$ cat src/rtl/unrot_pipe.sv
// rtl/unrot_pipe.sv - pipelined left rotator, one registered stage per bit of k
// Define UNROT_CHECK_EN to carry the original word along and add the out_err self-check.
module unrot_pipe #(
    parameter int N      = 8,
    parameter int log2_N = 3
) (
    input  logic              clk,
    input  logic              rst_n,
    input  logic              in_valid,
    output logic              in_ready,
    input  logic [0:N-1]      in_bits,
    input  logic [0:log2_N-1] in_k,
    output logic              out_valid,
    input  logic              out_ready,
    output logic [0:N-1]      out_bits,
`ifdef UNROT_CHECK_EN
    output logic              out_err,
`endif
    output logic [0:log2_N-1] out_k
);
    localparam int LAST = log2_N - 1;

    // Fixed-distance left rotate used by each stage; en selects pass-through.
    function automatic logic [0:N-1] rotl_fixed(input logic [0:N-1] x, input int sh,
                                                input logic en);
        logic [0:N-1] r;
        for (int i = 0; i < N; i++) begin
            r[i] = en ? x[(i + sh) % N] : x[i];
        end
        return r;
    endfunction

    logic [log2_N-1:0] v_q, v_d;
    logic [0:N-1]      d_q [log2_N];
    logic [0:N-1]      d_d [log2_N];
    logic [0:log2_N-1] k_q [log2_N];
    logic [0:log2_N-1] k_d [log2_N];
    logic [log2_N-1:0] adv;
    logic              adv_acc;

    // A stage may load when it or any stage downstream of it is empty, or the sink takes.
    always_comb begin
        adv_acc = out_ready;
        adv     = '0;
        for (int s = LAST; s >= 0; s--) begin
            adv_acc = adv_acc | ~v_q[s];
            adv[s]  = adv_acc;
        end
    end

    assign in_ready = adv[0];

    always_comb begin
        v_d = v_q;
        d_d = d_q;
        k_d = k_q;
        if (adv[0]) begin
            v_d[0] = in_valid;
            if (in_valid) begin
                d_d[0] = rotl_fixed(in_bits, N / 2, in_k[0]);
                k_d[0] = in_k;
            end
        end
        for (int s = 1; s < log2_N; s++) begin
            if (adv[s]) begin
                v_d[s] = v_q[s-1];
                // Data only moves with a valid word so idle inputs never reach the outputs.
                if (v_q[s-1]) begin
                    d_d[s] = rotl_fixed(d_q[s-1], N >> (s + 1), k_q[s-1][s]);
                    k_d[s] = k_q[s-1];
                end
            end
        end
    end

    always_ff @(posedge clk or negedge rst_n) begin
        if (!rst_n) begin
            v_q <= '0;
            for (int s = 0; s < log2_N; s++) begin
                d_q[s] <= '0;
                k_q[s] <= '0;
            end
        end else begin
            v_q <= v_d;
            for (int s = 0; s < log2_N; s++) begin
                d_q[s] <= d_d[s];
                k_q[s] <= k_d[s];
            end
        end
    end

    assign out_valid = v_q[LAST];
    assign out_bits  = d_q[LAST];
    assign out_k     = k_q[LAST];

`ifdef UNROT_CHECK_EN
    function automatic logic [0:N-1] rotr_var(input logic [0:N-1] x,
                                              input logic [0:log2_N-1] k);
        logic [0:N-1] r;
        for (int i = 0; i < N; i++) begin
            r[i] = x[(i + N - int'(k)) % N];
        end
        return r;
    endfunction

    logic [0:N-1] orig_q [log2_N];
    logic [0:N-1] orig_d [log2_N];

    always_comb begin
        orig_d = orig_q;
        if (adv[0] && in_valid) begin
            orig_d[0] = in_bits;
        end
        for (int s = 1; s < log2_N; s++) begin
            if (adv[s] && v_q[s-1]) begin
                orig_d[s] = orig_q[s-1];
            end
        end
    end

    always_ff @(posedge clk or negedge rst_n) begin
        if (!rst_n) begin
            for (int s = 0; s < log2_N; s++) begin
                orig_q[s] <= '0;
            end
        end else begin
            for (int s = 0; s < log2_N; s++) begin
                orig_q[s] <= orig_d[s];
            end
        end
    end

    // Undo the result with an independent right rotate and compare with the carried word.
    assign out_err = v_q[LAST] & (rotr_var(d_q[LAST], k_q[LAST]) != orig_q[LAST]);
`endif

endmodule
$ cat config.mk
export PLATFORM = sky130hd
export DESIGN_NAME = unrot_pipe
export DESIGN_NICKNAME = d
export VERILOG_FILES = /design/src/rtl/unrot_pipe.sv
export SDC_FILE = /design/constraint.sdc
export NUM_CORES = 1
export LEC_CHECK = 0
export CORE_MARGIN = 4
export CORE_UTILIZATION = 41
export DETAILED_ROUTE_END_ITERATION = 16
export PLACE_DENSITY = 0.73
export SETUP_SLACK_MARGIN = 0.5
export SLEW_MARGIN = 30
export SYNTH_ARGS = -nofsm -noshare
export SYNTH_HDL_FRONTEND = slang
export SYNTH_SLANG_ARGS = --single-unit
$ cat constraint.sdc
create_clock -name clk -period 2.07 [get_ports clk]
set_input_delay 0.207 -clock clk [delete_from_list [all_inputs] [get_ports clk]]
set_output_delay 0.207 -clock clk [all_outputs]
set_load 0.005 [all_outputs]
* Yosys cells after proc, flatten, opt, wreduce, memory -nomap -nowiden
Cells that the tools add are included.
Storage, ports and cells: output and inout port bits 13, bits in registers 36, logic and storage cells 42, input port bits 15
Operators by class: bitwise operators 6, mux-type cells 24, reductions and logical operators 3
Operators with widths (count):
- 1-bit 2-to-1 mux | 24
- 2-bit AND reduction | 3
- 1-bit inverter | 3
- 1-bit bitwise OR | 3

* Depth between registers and ports, before layout
Gate-level depths: netlist of the first run.
word-level depth 5, mapped depth 5

* Least setup slack after synthesis of the first run
Ideal clock, no wire load.
kind register -> register, start reg v_q[0], end reg k_q[6] (netlist bit), buffers on the path 1, clock period less this slack 1307 ps, required time 1945 ps, cell stages (with the launch flop) 5, data arrival time 1182 ps, setup slack 763 ps, cells stage by stage dfrtp_1 buf_2 nand4b_2 nand2_1 mux2_2
On the way: word-level cells in the longest chain between the ends 3
RTL lines:
- from (decl) | RTL line 33 | logic [log2_N-1:0] v_q, v_d;
- from (signal assigned) | RTL line 84 | v_q <= v_d;
- 1-bit inverter | RTL line 46 | adv_acc = adv_acc | ~v_q[s];
- 1-bit bitwise OR | RTL line 46
- 2-bit AND reduction (no source line)
- to (signal, indexed assignment) | RTL line 87 | k_q[s] <= k_d[s];
- to (decl) | RTL line 36 | logic [0:log2_N-1] k_q [log2_N];
No other way between the ends. A chain may end at the register's enable or synchronous reset.

* Worst setup path after layout of the first run
start in out_ready, end reg k_q (netlist bit out_k[0])
On the way: word-level cells in the longest chain between the ends 2
RTL lines:
- from (decl) | RTL line 14 | input logic out_ready,
- 1-bit bitwise OR | RTL line 46
- 2-bit AND reduction (no source line)
No other way between the ends.

==> metrics.txt, run 1 <==
crit-path cells clkdlybuf4s50_1 > nand2b_1 > and2_4 > mux2_2; chip height 72.9 µm; fmax 686 MHz; dpl cell area 1950 µm²; Placed Instances 208; Max Cap Viol 0; H-tree depth 2; PortBufs 27; total die area 5320 µm²; first-pass GRT wire length 5270 µm; Synth area leaders dfrtp_1 (52%), mux2i_1 (14%), a21oi_1 (9.3%); Inserted Diodes 0; largest net degree at the start of global routing 37; reg2reg path depth 3; final hold viol count 0; Clock Latency Late Sink 0.28 ns; Detail Placement HPWL 2310 µm; clock-pin slew on the worst setup and hold paths 0.07 ns; gpl congestion 0.758; CTS buffer count 5; Post-synth top cells dfrtp_1 (36), a21oi_1 (32), mux2i_1 (24); vias per inst 5.46; Die Wd 72.9 µm; Worst-Margin Slew 0.455 ns; Worst setup SP type input port; peak supply drop 0.446 mV; Syn Area/Cell 11.6 µm²; Period Utilization, post-route 70.4%; Top Layer Used met4; Initial Util 42.9%; core box area 4030 µm²; share of cells above drive strength 1 15.5%; final slew viol count 0; P_leak 0.869 nW; dpl ws 0.333 ns; Arrival @ worst endpoint 1.62 ns; Antenna Nets Post-Route 0; P&R area growth vs syn 18.9%; met3 routed WL 211 µm; status completed; # clock sinks 36; Pre-antenna DRT Iters 4; Synth Warn # 0; Hold WS 0.341 ns; TritonCTS clock tree done; antenna violations before repair 0; Worst setup EP type flip-flop; Final Routed Wirelength 3160 µm; ys flop type dfrtp_1; final setup fails 0; Boundary Pins 28; grt ovf 0; final worst slack 0.613 ns; Vias 1190; ys async rst share 100%; Post-Syn Instances 149; crit-path max cell delay 0.48 ns; reg2reg end out_k[0]$_DFFE_PN0P_; vias in the first global route 1155; RSZ-0062 raised after global routing no; clock skew 0.00343 ns; number of DRC markers in iteration 0 70; slew margin rel. 69.6%; met1 WL 1410 µm; top-area cell type share of the netlist area 52.1%; Final Util 51.0%; Post-Layout Cell Count 218; CP Max Fanout 11; reg-to-reg setup timing slack 0.63 ns; row count 23; Wirelength per Cell 14.5 µm; total power 2.12 mW; WL met2 1490 µm; worst r2r src v_q[2]$_DFFE_PN0P_; CP required 2.24 ns; register area share after synthesis 52.1%; design area 2050 µm²; All-Layer GR Usage 13.2%; hold_buf cts 0; count leader, synth dfrtp_1; Clock Path Buffers 2; Post-Syn Area 1730 µm²; kind of critical path in -> reg; Hold Path Class in -> async; Synth area leader dfrtp_1; DRC viols 0; critical-path cell with the highest stage delay clkdlybuf4s50_1; #FFs+latches synth 36; Root Driver clkbuf_8; nets 182; count of cell types in the netlist 17; PD cells 1030 nW/µm²; Post-Syn Nets 164; Setup TNS 0 ns; number of synthesized flops with an enable pin 0; Final min period 1.46 ns
[final cells by class]
class	instances	area [µm²]
fill	371	1970
sequential	36	902
multi-input combinational	90	678
timing repair buffer	34	322
clock buffer	8	90.1
tap	50	62.6
[power breakdown]
group	internal, mW	switching [mW]
combinational	0.368	0.218
sequential	0.885	0.152
clock	0.271	0.230
[per-layer routing]
metal / vias up / track usage (%)
met5: - / 0
met4: 0 / 6.15
met3: 4 / 4.41
met2: 42 / 21.4
met1: 572 / 15.9
li1: 572 / -
[cells by family (layout without fill, tap and decap cells)]
logic type | Yosys count | count (layout) | synth area share (%)
flops | 36 | 36 | 52.1
mux | 33 | 33 | 20.2
compound gates | 48 | 48 | 15.1
buf+inv | 23 | 42 | 8.62
simple gates | 9 | 9 | 3.98
[layout by cell type (no fill, tap or decap)]
cell,instances
dfrtp_1,35
a21oi_1,32
clkdlybuf4s50_1,26
mux2i_1,24
a31oi_1,16
mux2_2,7
buf_4,7
clkbuf_8,6
nand2b_1,3
nand2_1,2
mux2_4,2
clkbuf_1,2
nand4b_2,1
nand3b_2,1
and2_4,1
or2b_1,1
dlygate4sd2_1,1
dfrtp_2,1
[what timing repair did]
action,in CTS,in global routing
resized for setup,2,0
setup endpoints to repair,1,0
setup buffers,2,0
[worst max-delay path by stage]
stage	from	to	slack, ns	cells past startpoint
2_1_floorplan	v_q[0]$_DFFE_PN0P_	k_q[6]$_DFFE_PN0P_	0.76	4
3_3_place_gp	out_ready	out_k[0]$_DFFE_PN0P_	0.37	4
3_5_place_dp	out_ready	out_k[0]$_DFFE_PN0P_	0.33	4
4_1_cts	v_q[2]$_DFFE_PN0P_	out_valid	0.63	1
5_1_grt	out_ready	out_k[0]$_DFFE_PN0P_	0.54	4
6_report	out_ready	out_k[0]$_DFFE_PN0P_	0.61	4
[flip-flops by register name (all words and copies together), names as in the netlist]
signal    cells
out_k         3
out_bits      8
v_q           3
d_q          16
k_q           6
[worst max-delay path, delay by kind of cell]
| family | cells | cell delay [ns] |
|---|---|---|
| buffers and inverters | 1 | 0.48 |
| and+or+nand+nor | 2 | 0.59 |
| muxes | 1 | 0.34 |
(Power assumes the default switching activity.)
==> run 2: changes to the inputs <==
Clock period 2.07 ns to 1.36 ns, I/O delays scaled along.
==> metrics.txt, run 2 (same netlist as run 1, synthesis figures left out) <==
P_leak 1.12 nW (+29%); Final Routed Wirelength 3760 µm (+19%); Worst setup EP type flip-flop; Inserted Diodes 0 (unchanged); Detail Placement HPWL 2230 µm (-3.5%); Arrival @ worst endpoint 1.40 ns (-0.22 ns); nets 205 (+13%); vias in the first global route 1301 (+13%); total die area 5320 µm² (unchanged); H-tree depth 2 (unchanged); row count 23 (unchanged); DRC viols 0 (unchanged); Period Utilization, post-route 90.3%; reg2reg end out_k[0]$_DFFE_PN0P_; chip height 72.9 µm (unchanged); dpl ws -0.135 ns (-0.468 ns); design area 2560 µm² (+24%); Vias 1266 (+6.4%); grt ovf 0 (unchanged); Max Cap Viol 0 (unchanged); most frequent cells in the layout dfrtp_1 (35), mux2i_1 (24), a31oi_1 (15); Final min period 1.23 ns; number of stages on the worst setup path 4 (unchanged); number of DRC markers in iteration 0 32 (-54%); antenna violations before repair 0 (unchanged); Initial Util 42.9% (unchanged); crit-path leading delay family flip-flops; Die Wd 72.9 µm (unchanged); kind of critical path reg -> reg; Worst Setup SP v_q[2]$_DFFE_PN0P_; first-pass GRT wire length 5850 µm (+11%); critical-path cell with the highest stage delay dfrtp_1; Antenna Nets Post-Route 0 (unchanged); Root Driver clkbuf_8; gpl congestion 0.727 (-4.1%); PortBufs 27 (unchanged); Worst-Margin Slew 0.457 ns (+0.00199 ns); final slew viol count 0 (unchanged); worst r2r src v_q[2]$_DFFE_PN0P_; Worst setup SP type flip-flop; total power 3.94 mW (+85%); CP Max Fanout 4 (-7); Final Util 63.5% (+12 points); CTS buffer count 5 (unchanged); final hold viol count 0 (unchanged); RSZ-0062 raised after global routing yes; core box area 4030 µm² (unchanged); fmax 814 MHz; Worst Setup EP out_k[0]$_DFFE_PN0P_; Post-Layout Cell Count 241 (+11%); # clock sinks 36 (unchanged); Clock Path Buffers 2 (unchanged); share of cells above drive strength 1 47.1% (+32 points); PD cells 1540 nW/µm² (+49%); peak supply drop 0.666 mV (+49%); final setup fails 0 (unchanged); slew margin rel. 69.5% (about the same); max reg flops 16 (unchanged); clock-pin slew on the worst setup and hold paths 0.07 ns (about the same); Clock Latency Late Sink 0.28 ns (about the same); Placed Instances 212 (+1.9%); crit-path max cell delay 0.40 ns (-0.08 ns); Largest Register d_q; WP buf/inv 1 (unchanged); # fillers 332 (-11%); commonest non-fill, non-tap cell in the layout dfrtp_1; vias per inst 5.25 (-3.8%); largest net degree at the start of global routing 37 (unchanged); reg-to-reg setup timing slack 0.13 ns (-0.50 ns); dpl cell area 2010 µm² (+3.0%); TritonCTS clock tree done; crit-path cells buf_6 > nand2b_4 > and2_4 > mux2_4; P&R area growth vs syn 48.0%; All-Layer GR Usage 14.2% (+1.0 points); Hold Path Class in -> async; Pre-antenna DRT Iters 4 (unchanged); Wirelength per Cell 15.6 µm (+7.7%); status completed; reg2reg path depth 4 (+1); CP required 1.53 ns (-0.71 ns); Boundary Pins 28 (unchanged); Setup TNS 0 ns (unchanged); clock skew 0.00945 ns (+0.00603 ns); Hold WS 0.236 ns (-0.105 ns); final worst slack 0.131 ns (-0.482 ns)
[run 2: cell count changes in the layout (fill, tap and decap cells not counted), sizes merged]
cell	previous run	this run
dlygate4sd2	1	0
buf	7	41
clkdlybuf4s50	26	14
bufinv	0	1
bufbuf	0	1
[run 2: routing by layer]
layer	vias to the layer above	GRT usage, %	share of wire [%]
met5	-	0	0
met4	0	5.74	0.69
met3	4	3.86	4.4
met2	33	25.8	55
met1	618	15.7	40
li1	611	-	-
[run 2: cell type report]
| cell class | instances | area, µm² | area share [%] |
|---|---|---|---|
| Sequential cell | 36 | 902 | 35.3 |
| Multi-Input combinational cell | 90 | 890 | 34.8 |
| Timing Repair Buffer | 57 | 577 | 22.6 |
| Clock buffer | 7 | 96.3 | 3.77 |
| Tap cell | 50 | 62.6 | 2.45 |
| Clock inverter | 1 | 30.0 | 1.17 |
[run 2: worst min-delay path by stage]
stage,start,end,cells past startpoint
final,rst_n,out_k[2]$_DFFE_PN0P_,2
after global routing,rst_n,out_k[2]$_DFFE_PN0P_,2
after CTS,rst_n,out_k[1]$_DFFE_PN0P_,2
after detailed placement,out_k[0]$_DFFE_PN0P_,out_k[0]$_DFFE_PN0P_,1
after global placement,k_q[5]$_DFFE_PN0P_,k_q[5]$_DFFE_PN0P_,1
after floorplan,rst_n,d_q[10]$_DFFE_PN0P_,0
[run 2: what timing repair did]
action | 4_1_cts | 5_1_grt
gates cloned | 3 | 1
resized for setup | 81 | 31
hold buffers | 0 | 0
buffers inserted | 13 | 4
setup endpoints to repair | 49 | 49
pin swaps | 1 | 12
[run 2: worst reg2reg max path, cell delays in order (launching register included)]
cell      delay (ns)
dfrtp_1         0.40
buf_6           0.14
nand2b_4        0.08
and2_4          0.19
mux2_4          0.30
[run 2: where the power goes]
part / switching (mW) / internal (mW) / total (mW) / leakage, nW
registers: 0.245 / 1.35 / 1.59 / 0.392
logic: 0.527 / 0.804 / 1.33 / 0.665
clock network: 0.366 / 0.647 / 1.01 / 0.0645
